==> config.mk <==
export PLATFORM = sky130hd
export DESIGN_NAME = button_conditioner_flat
export DESIGN_NICKNAME = d
export VERILOG_FILES = /design/src/rtl/blackjack_pkg.sv /design/src/rtl/button_conditioner_if.sv /design/src/rtl/button_conditioner_ch.sv /design/src/rtl/button_conditioner.sv /design/src/flat_wrapper.sv
export SDC_FILE = /design/constraint.sdc
export NUM_CORES = 1
export LEC_CHECK = 0
export CAP_MARGIN = 20
export CORE_ASPECT_RATIO = 0.6
export CORE_MARGIN = 3
export CORE_UTILIZATION = 56
export CTS_CLUSTER_DIAMETER = 150
export DETAILED_ROUTE_END_ITERATION = 7
export PLACE_DENSITY = 0.86
export SLEW_MARGIN = 5
export SYNTH_ARGS = -nofsm -noshare
export SYNTH_HDL_FRONTEND = slang
export SYNTH_HIERARCHICAL = 1
export SYNTH_SLANG_ARGS = --single-unit
==> constraint.sdc <==
create_clock -name clk -period 3.8 [get_ports clk]
set_input_delay 1.14 -clock clk [delete_from_list [all_inputs] [get_ports clk]]
set_output_delay 1.14 -clock clk [all_outputs]
set_load 0.05 [all_outputs]
==> src/rtl/blackjack_pkg.sv <==
// Shared constants for the blackjack front end: button indices and 25 MHz debounce defaults.
package blackjack_pkg;

  localparam int unsigned BTN_HIT    = 0;
  localparam int unsigned BTN_STAND  = 1;
  localparam int unsigned BTN_DOUBLE = 2;
  localparam int unsigned BTN_START  = 3;

  localparam int unsigned NUM_BTN_DEF     = 4;
  localparam int unsigned SYNC_STAGES_DEF = 2;
  localparam int unsigned TICK_DIV_DEF    = 25000;  // 1 ms at 25 MHz
  localparam int unsigned DEB_TICKS_DEF   = 10;

  // ui_in bit feeding each button index (hit, stand, double, start)
  localparam int unsigned UI_BTN_BIT [NUM_BTN_DEF] = '{0, 1, 2, 4};

endpackage

==> src/rtl/button_conditioner_if.sv <==
// Button bundle between the raw ui pins and the game core.
// Optional press_count field is present when BTN_EVENT_COUNT_EN is defined.
interface button_conditioner_if #(
  parameter int unsigned NUM_BTN = 4
);
  logic [NUM_BTN-1:0]   btn_raw;
  logic [NUM_BTN-1:0]   btn_level;
  logic [NUM_BTN-1:0]   btn_press;
  logic [NUM_BTN-1:0]   btn_release;
  logic                 press_conflict;
`ifdef BTN_EVENT_COUNT_EN
  logic [NUM_BTN*8-1:0] press_count;
`endif

  modport master (
    output btn_raw,
    input  btn_level, btn_press, btn_release, press_conflict
`ifdef BTN_EVENT_COUNT_EN
    , input press_count
`endif
  );

  modport slave (
    input  btn_raw,
    output btn_level, btn_press, btn_release, press_conflict
`ifdef BTN_EVENT_COUNT_EN
    , output press_count
`endif
  );
endinterface

==> src/rtl/button_conditioner_ch.sv <==
// One button channel: synchronizer, tick-based stability counter, level and edge pulses.
// With BTN_EVENT_COUNT_EN defined, also keeps a saturating 8-bit press counter.
module btn_debounce_ch #(
  parameter int unsigned SYNC_STAGES = 2,
  parameter int unsigned DEB_TICKS   = 10
) (
  input  logic       clk,
  input  logic       rst_n,
  input  logic       raw,
  input  logic       tick,
  output logic       level,
  output logic       press,
  output logic       rel,
  output logic       press_nxt
`ifdef BTN_EVENT_COUNT_EN
  , output logic [7:0] press_count
`endif
);
  localparam int unsigned CntW = $clog2(DEB_TICKS + 1);
  localparam logic [CntW-1:0] CntLast = CntW'(DEB_TICKS - 1);

  logic [SYNC_STAGES-1:0] sync_q;
  logic                   sync;
  logic [CntW-1:0]        cnt_q, cnt_d;
  logic                   level_q, level_d;
  logic                   press_q, press_d;
  logic                   rel_q, rel_d;

  assign sync = sync_q[SYNC_STAGES-1];

  always_ff @(posedge clk or negedge rst_n) begin
    if (!rst_n) begin
      sync_q  <= '0;
      cnt_q   <= '0;
      level_q <= 1'b0;
      press_q <= 1'b0;
      rel_q   <= 1'b0;
    end else begin
      sync_q  <= {sync_q[SYNC_STAGES-2:0], raw};
      cnt_q   <= cnt_d;
      level_q <= level_d;
      press_q <= press_d;
      rel_q   <= rel_d;
    end
  end

  // Any agreement between sync and level restarts the count, tick or not.
  always_comb begin
    cnt_d   = cnt_q;
    level_d = level_q;
    press_d = 1'b0;
    rel_d   = 1'b0;
    if (sync == level_q) begin
      cnt_d = '0;
    end else if (tick) begin
      if (cnt_q == CntLast) begin
        level_d = ~level_q;
        cnt_d   = '0;
        press_d = ~level_q;
        rel_d   = level_q;
      end else begin
        cnt_d = cnt_q + CntW'(1);
      end
    end
  end

  assign level     = level_q;
  assign press     = press_q;
  assign rel       = rel_q;
  assign press_nxt = press_d;

`ifdef BTN_EVENT_COUNT_EN
  logic [7:0] pcnt_q;

  always_ff @(posedge clk or negedge rst_n) begin
    if (!rst_n) begin
      pcnt_q <= 8'd0;
    end else if (press_d && (pcnt_q != 8'hff)) begin
      pcnt_q <= pcnt_q + 8'd1;
    end
  end

  assign press_count = pcnt_q;
`endif

endmodule

==> src/rtl/button_conditioner.sv <==
// Debounces the player buttons: shared tick prescaler, per-button channels, conflict flag.
// Define BTN_EVENT_COUNT_EN to add per-button saturating press counters.
module button_conditioner
  import blackjack_pkg::*;
#(
  parameter int unsigned NUM_BTN     = NUM_BTN_DEF,
  parameter int unsigned SYNC_STAGES = SYNC_STAGES_DEF,
  parameter int unsigned TICK_DIV    = TICK_DIV_DEF,
  parameter int unsigned DEB_TICKS   = DEB_TICKS_DEF
) (
  input  logic                 clk,
  input  logic                 rst_n,
  button_conditioner_if.slave  bus
);
  localparam int unsigned DivW = (TICK_DIV > 1) ? $clog2(TICK_DIV) : 1;
  localparam logic [DivW-1:0] DivLast = DivW'(TICK_DIV - 1);

  logic [DivW-1:0]    div_q;
  logic               tick;
  logic [NUM_BTN-1:0] level, press, rel, press_nxt;
  logic               conflict_q;
`ifdef BTN_EVENT_COUNT_EN
  logic [NUM_BTN*8-1:0] pcount;
`endif

  // With TICK_DIV == 1 the counter stays at 0 and tick is constantly high.
  assign tick = (div_q == DivLast);

  always_ff @(posedge clk or negedge rst_n) begin
    if (!rst_n) begin
      div_q      <= '0;
      conflict_q <= 1'b0;
    end else begin
      div_q      <= tick ? '0 : div_q + DivW'(1);
      conflict_q <= ($countones(press_nxt) >= 2);
    end
  end

  for (genvar i = 0; i < NUM_BTN; i++) begin : g_ch
    btn_debounce_ch #(
      .SYNC_STAGES (SYNC_STAGES),
      .DEB_TICKS   (DEB_TICKS)
    ) u_ch (
      .clk         (clk),
      .rst_n       (rst_n),
      .raw         (bus.btn_raw[i]),
      .tick        (tick),
      .level       (level[i]),
      .press       (press[i]),
      .rel         (rel[i]),
      .press_nxt   (press_nxt[i])
`ifdef BTN_EVENT_COUNT_EN
      , .press_count (pcount[i*8 +: 8])
`endif
    );
  end

  assign bus.btn_level      = level;
  assign bus.btn_press      = press;
  assign bus.btn_release    = rel;
  assign bus.press_conflict = conflict_q;
`ifdef BTN_EVENT_COUNT_EN
  assign bus.press_count    = pcount;
`endif

endmodule

==> src/flat_wrapper.sv <==
// flat-port wrapper written by rule: the top's interface ports become plain ports
module button_conditioner_flat import blackjack_pkg::*;
#(
  parameter int unsigned NUM_BTN     = NUM_BTN_DEF,
  parameter int unsigned SYNC_STAGES = SYNC_STAGES_DEF,
  parameter int unsigned TICK_DIV    = TICK_DIV_DEF,
  parameter int unsigned DEB_TICKS   = DEB_TICKS_DEF
)
  (clk, rst_n, bus_btn_raw, bus_btn_level, bus_btn_press, bus_btn_release, bus_press_conflict);
  button_conditioner_if #(.NUM_BTN(NUM_BTN)) bus_i ();
  input  logic clk;
  input  logic rst_n;
  input wire logic [$bits(bus_i.btn_raw)-1:0] bus_btn_raw;
  output wire logic [$bits(bus_i.btn_level)-1:0] bus_btn_level;
  output wire logic [$bits(bus_i.btn_press)-1:0] bus_btn_press;
  output wire logic [$bits(bus_i.btn_release)-1:0] bus_btn_release;
  output wire logic [$bits(bus_i.press_conflict)-1:0] bus_press_conflict;
  assign bus_i.btn_raw = bus_btn_raw;
  assign bus_btn_level = bus_i.btn_level;
  assign bus_btn_press = bus_i.btn_press;
  assign bus_btn_release = bus_i.btn_release;
  assign bus_press_conflict = bus_i.press_conflict;
  button_conditioner #(.NUM_BTN(NUM_BTN), .SYNC_STAGES(SYNC_STAGES), .TICK_DIV(TICK_DIV), .DEB_TICKS(DEB_TICKS)) u_core (.clk(clk), .rst_n(rst_n), .bus(bus_i));
endmodule
==> results.toml <==
[synth]
synth_top_cell_by_area = "dfrtp_1"
synth_nets = 198
synth.avg_cell_area_um2 = 11.8
synth.area.top_cells = "dfrtp_1 (58%), xnor2_1 (6.2%), xor2_1 (3.5%)"
netlist_instances = 190
ys_warn_count = 6
ys_ff_latch = 52
synth_seq_area_share_pct = 57.8
netlist.area_leader.share_pct = 57.8
synth_cell_types = 28
syn-cell-area_um2 = 2250

[layout]
stdcell_count = 263
fin_nets = 223
n_antenna_cell = 0
fin_util_pct = 68.8
num-fill-cells = 286
multi_input_area_um2 = 910
drive_gt1_share_pct = 13.4
area_growth_pct = 15.1
seqCellArea_um2 = 1300

[cts]
cts_resized = 0
cts_tree = "built"
post_cts.repair.setup_buffers = 0
numClockSinks = 52
cts_buffer_depth = 2
cts_hold_buffers = 0
insertion_delay_ps = 300
clockRootBuffer = "clkbuf_8"
h-tree-depth = 2
clkTransAtPathRegs_ps = 80
numCtsBuffers = 5

[worst_setup_path]
end_kind = "flop"
path_class = "flop to flop"
critPathArrivalTime_ps = 3530
cp_max_fo = 12
reg2reg_to = "u_core/bus.press_conflict$_DFF_PN0_"
cp.required_ps = 3980
r2r_slack_ps = 450
r2r_cells = 8
crit_path_start_kind = "flop"
r2r_start = "u_core/div_q[3]$_DFF_PN0_"

[power]
ir_drop_v = 0.000204
p_leak_nw = 1.12
power.density_nw_per_um2 = 364

[global_route]
gr-total-overflow = 0
grt_pass1_vias = 1408
grt_max_degree = 29
antenna_found_initial = 0
grtUsageTotal_pct = 18.3
grt_pass1_wl_mm = 6.53

[floorplan]
die_h_um = 55.1
ios = 19
start_util_pct = 59.8
die_w_um = 87.8
rows = 17
coreArea_um2 = 3760
die-area_um2 = 4840

[route]
antenna_left = 0
drc_errors = 0
wl_per_cell_um = 15.4
viasPerCell = 5.47
routed_wl_mm = 4.06
drt_pass1_iterations = 4
vias = 1438
drt_iter0_drc = 74

[place]
place.port_buffers = 18
gp_congestion = 0.834
dp_cells = 255
dp_hpwl_mm = 2.96

[worst_hold_path]
hold_start = "u_core/g_ch[2].u_ch/sync_q[0]$_DFF_PN0_"
hold_depth = 0
hold_class = "flop to flop"
whs_endpoint = "u_core/g_ch[2].u_ch/sync_q[1]$_DFF_PN0_"

[flow_run]
drv_cap = 0

[timing]
fmax_ghz = 0.299
hold_violations = 0
fin_crit_ps = 3350
whs_ps = 358
setup_tns_ps = 0
rsz0062_at_grt = "false"
setup_viol = 0
min_period_over_period_pct = 88.1
slew_violations = 0
clock_skew_ps = 3.94
tightest_slew_ps = 582
max_slew_margin_pct = 61.1

[run_status]
status = "finished clean"
## placed cells by master, fill, tap and decap left out, types with 6 or more instances in the layout
cell type         n
nor2_1           17
nor2b_1           9
o21ai_0           9
a21oi_1           8
dfrtp_1          52
xnor2_1          16
nand3_1          11
nor3b_1           8
clkdlybuf4s50_1  17
xor2_1            9
inv_1             6
## cells in the mapped netlist, drive strengths merged
library cell and number:
dfrtp 52, nor2 17, xnor2 16, nand3 11
nand2 9, nor2b 9, o21ai 9, xor2 9
a21oi 8, nor3b 8, inv 6, nand4 5
or3 5, and4b 4, mux2 4, or3b 4
and3 3, buf 2, nor3 2, nor4 2
fa 1, ha 1, nor4b 1, or2 1
or4b 1
## layer usage
metal | global-route usage, % | routed length [µm] | vias up
met5 | 0 | 0 | -
met4 | 4.59 | 21 | 0
met3 | 7.10 | 148 | 2
met2 | 27.4 | 1820 | 19
met1 | 25.3 | 2070 | 720
li1 | - | - | 697
## layout make-up
cell class | instances | area share, %
Sequential cell | 52 | 50.2
Tap cell | 47 | 2.27
Multi-Input combinational cell | 130 | 35.1
Timing Repair Buffer | 20 | 7.34
Clock buffer | 6 | 2.80
Clock inverter | 2 | 1.35
Inverter | 6 | 0.870
## worst max-delay path: stages, from the launching register on
cell	delay [ps]
dfrtp_1	480
or4b_4	560
nor3_4	470
nand2_2	150
or3b_4	440
nor3b_1	370
inv_1	140
fa_1	550
o21ai_0	70
## where the power goes
group	switching, W	internal (W)	total [W]
Combinational	0.0000133	0.00000658	0.0000199
Clock	0.000168	0.000195	0.000363
Sequential	0.00000325	0.000557	0.000560
## worst max-delay path by stage
stage	start	endpoint	slack, ps	cells after the start
final	u_core/div_q[3]$_DFF_PN0_	u_core/bus.press_conflict$_DFF_PN0_	450	8
after global routing	u_core/div_q[3]$_DFF_PN0_	u_core/bus.press_conflict$_DFF_PN0_	310	8
after CTS	u_core/div_q[3]$_DFF_PN0_	u_core/bus.press_conflict$_DFF_PN0_	480	8
after detailed placement	u_core/div_q[3]$_DFF_PN0_	u_core/bus.press_conflict$_DFF_PN0_	490	8
after global placement	u_core/div_q[3]$_DFF_PN0_	u_core/bus.press_conflict$_DFF_PN0_	740	8
after floorplan	u_core/div_q[3]$_DFF_PN0_	u_core/bus.press_conflict$_DFF_PN0_	640	9
## flip-flops by register name, indices dropped and copies added, names as in the netlist
signal / cells
u_core/g_ch.u_ch/cnt_q: 16
u_core/div_q: 15
u_core/g_ch.u_ch/sync_q: 8
u_core/g_ch.u_ch/level: 4
u_core/g_ch.u_ch/press: 4
u_core/g_ch.u_ch/rel: 4
u_core/bus.press_conflict: 1
## metrics by stage
stage          total power (W)  area [µm²]  setup WS (ps)
3_3_place_gp          0.000592        2480            745
2_1_floorplan         0.000574        2250            638
4_1_cts               0.000955        2590            480
6_report              0.000943        2590            453
3_5_place_dp          0.000592        2480            489
5_1_grt               0.000983        2590            312
## kinds of logic (layout without fill, tap and decap cells)
family | Yosys count | in the layout | share of synthesized area, %
adders and majority gates | 2 | 2 | 1.45
AOI/OAI and AO/OA | 17 | 17 | 3.78
xor gates and xnor gates | 25 | 25 | 9.73
DFF | 52 | 52 | 57.8
muxes | 4 | 4 | 2.67
and+or+nand+nor | 82 | 82 | 22.8
buffers and inverters | 8 | 34 | 1.72
Note: power is estimated with default switching activity, not from simulation.
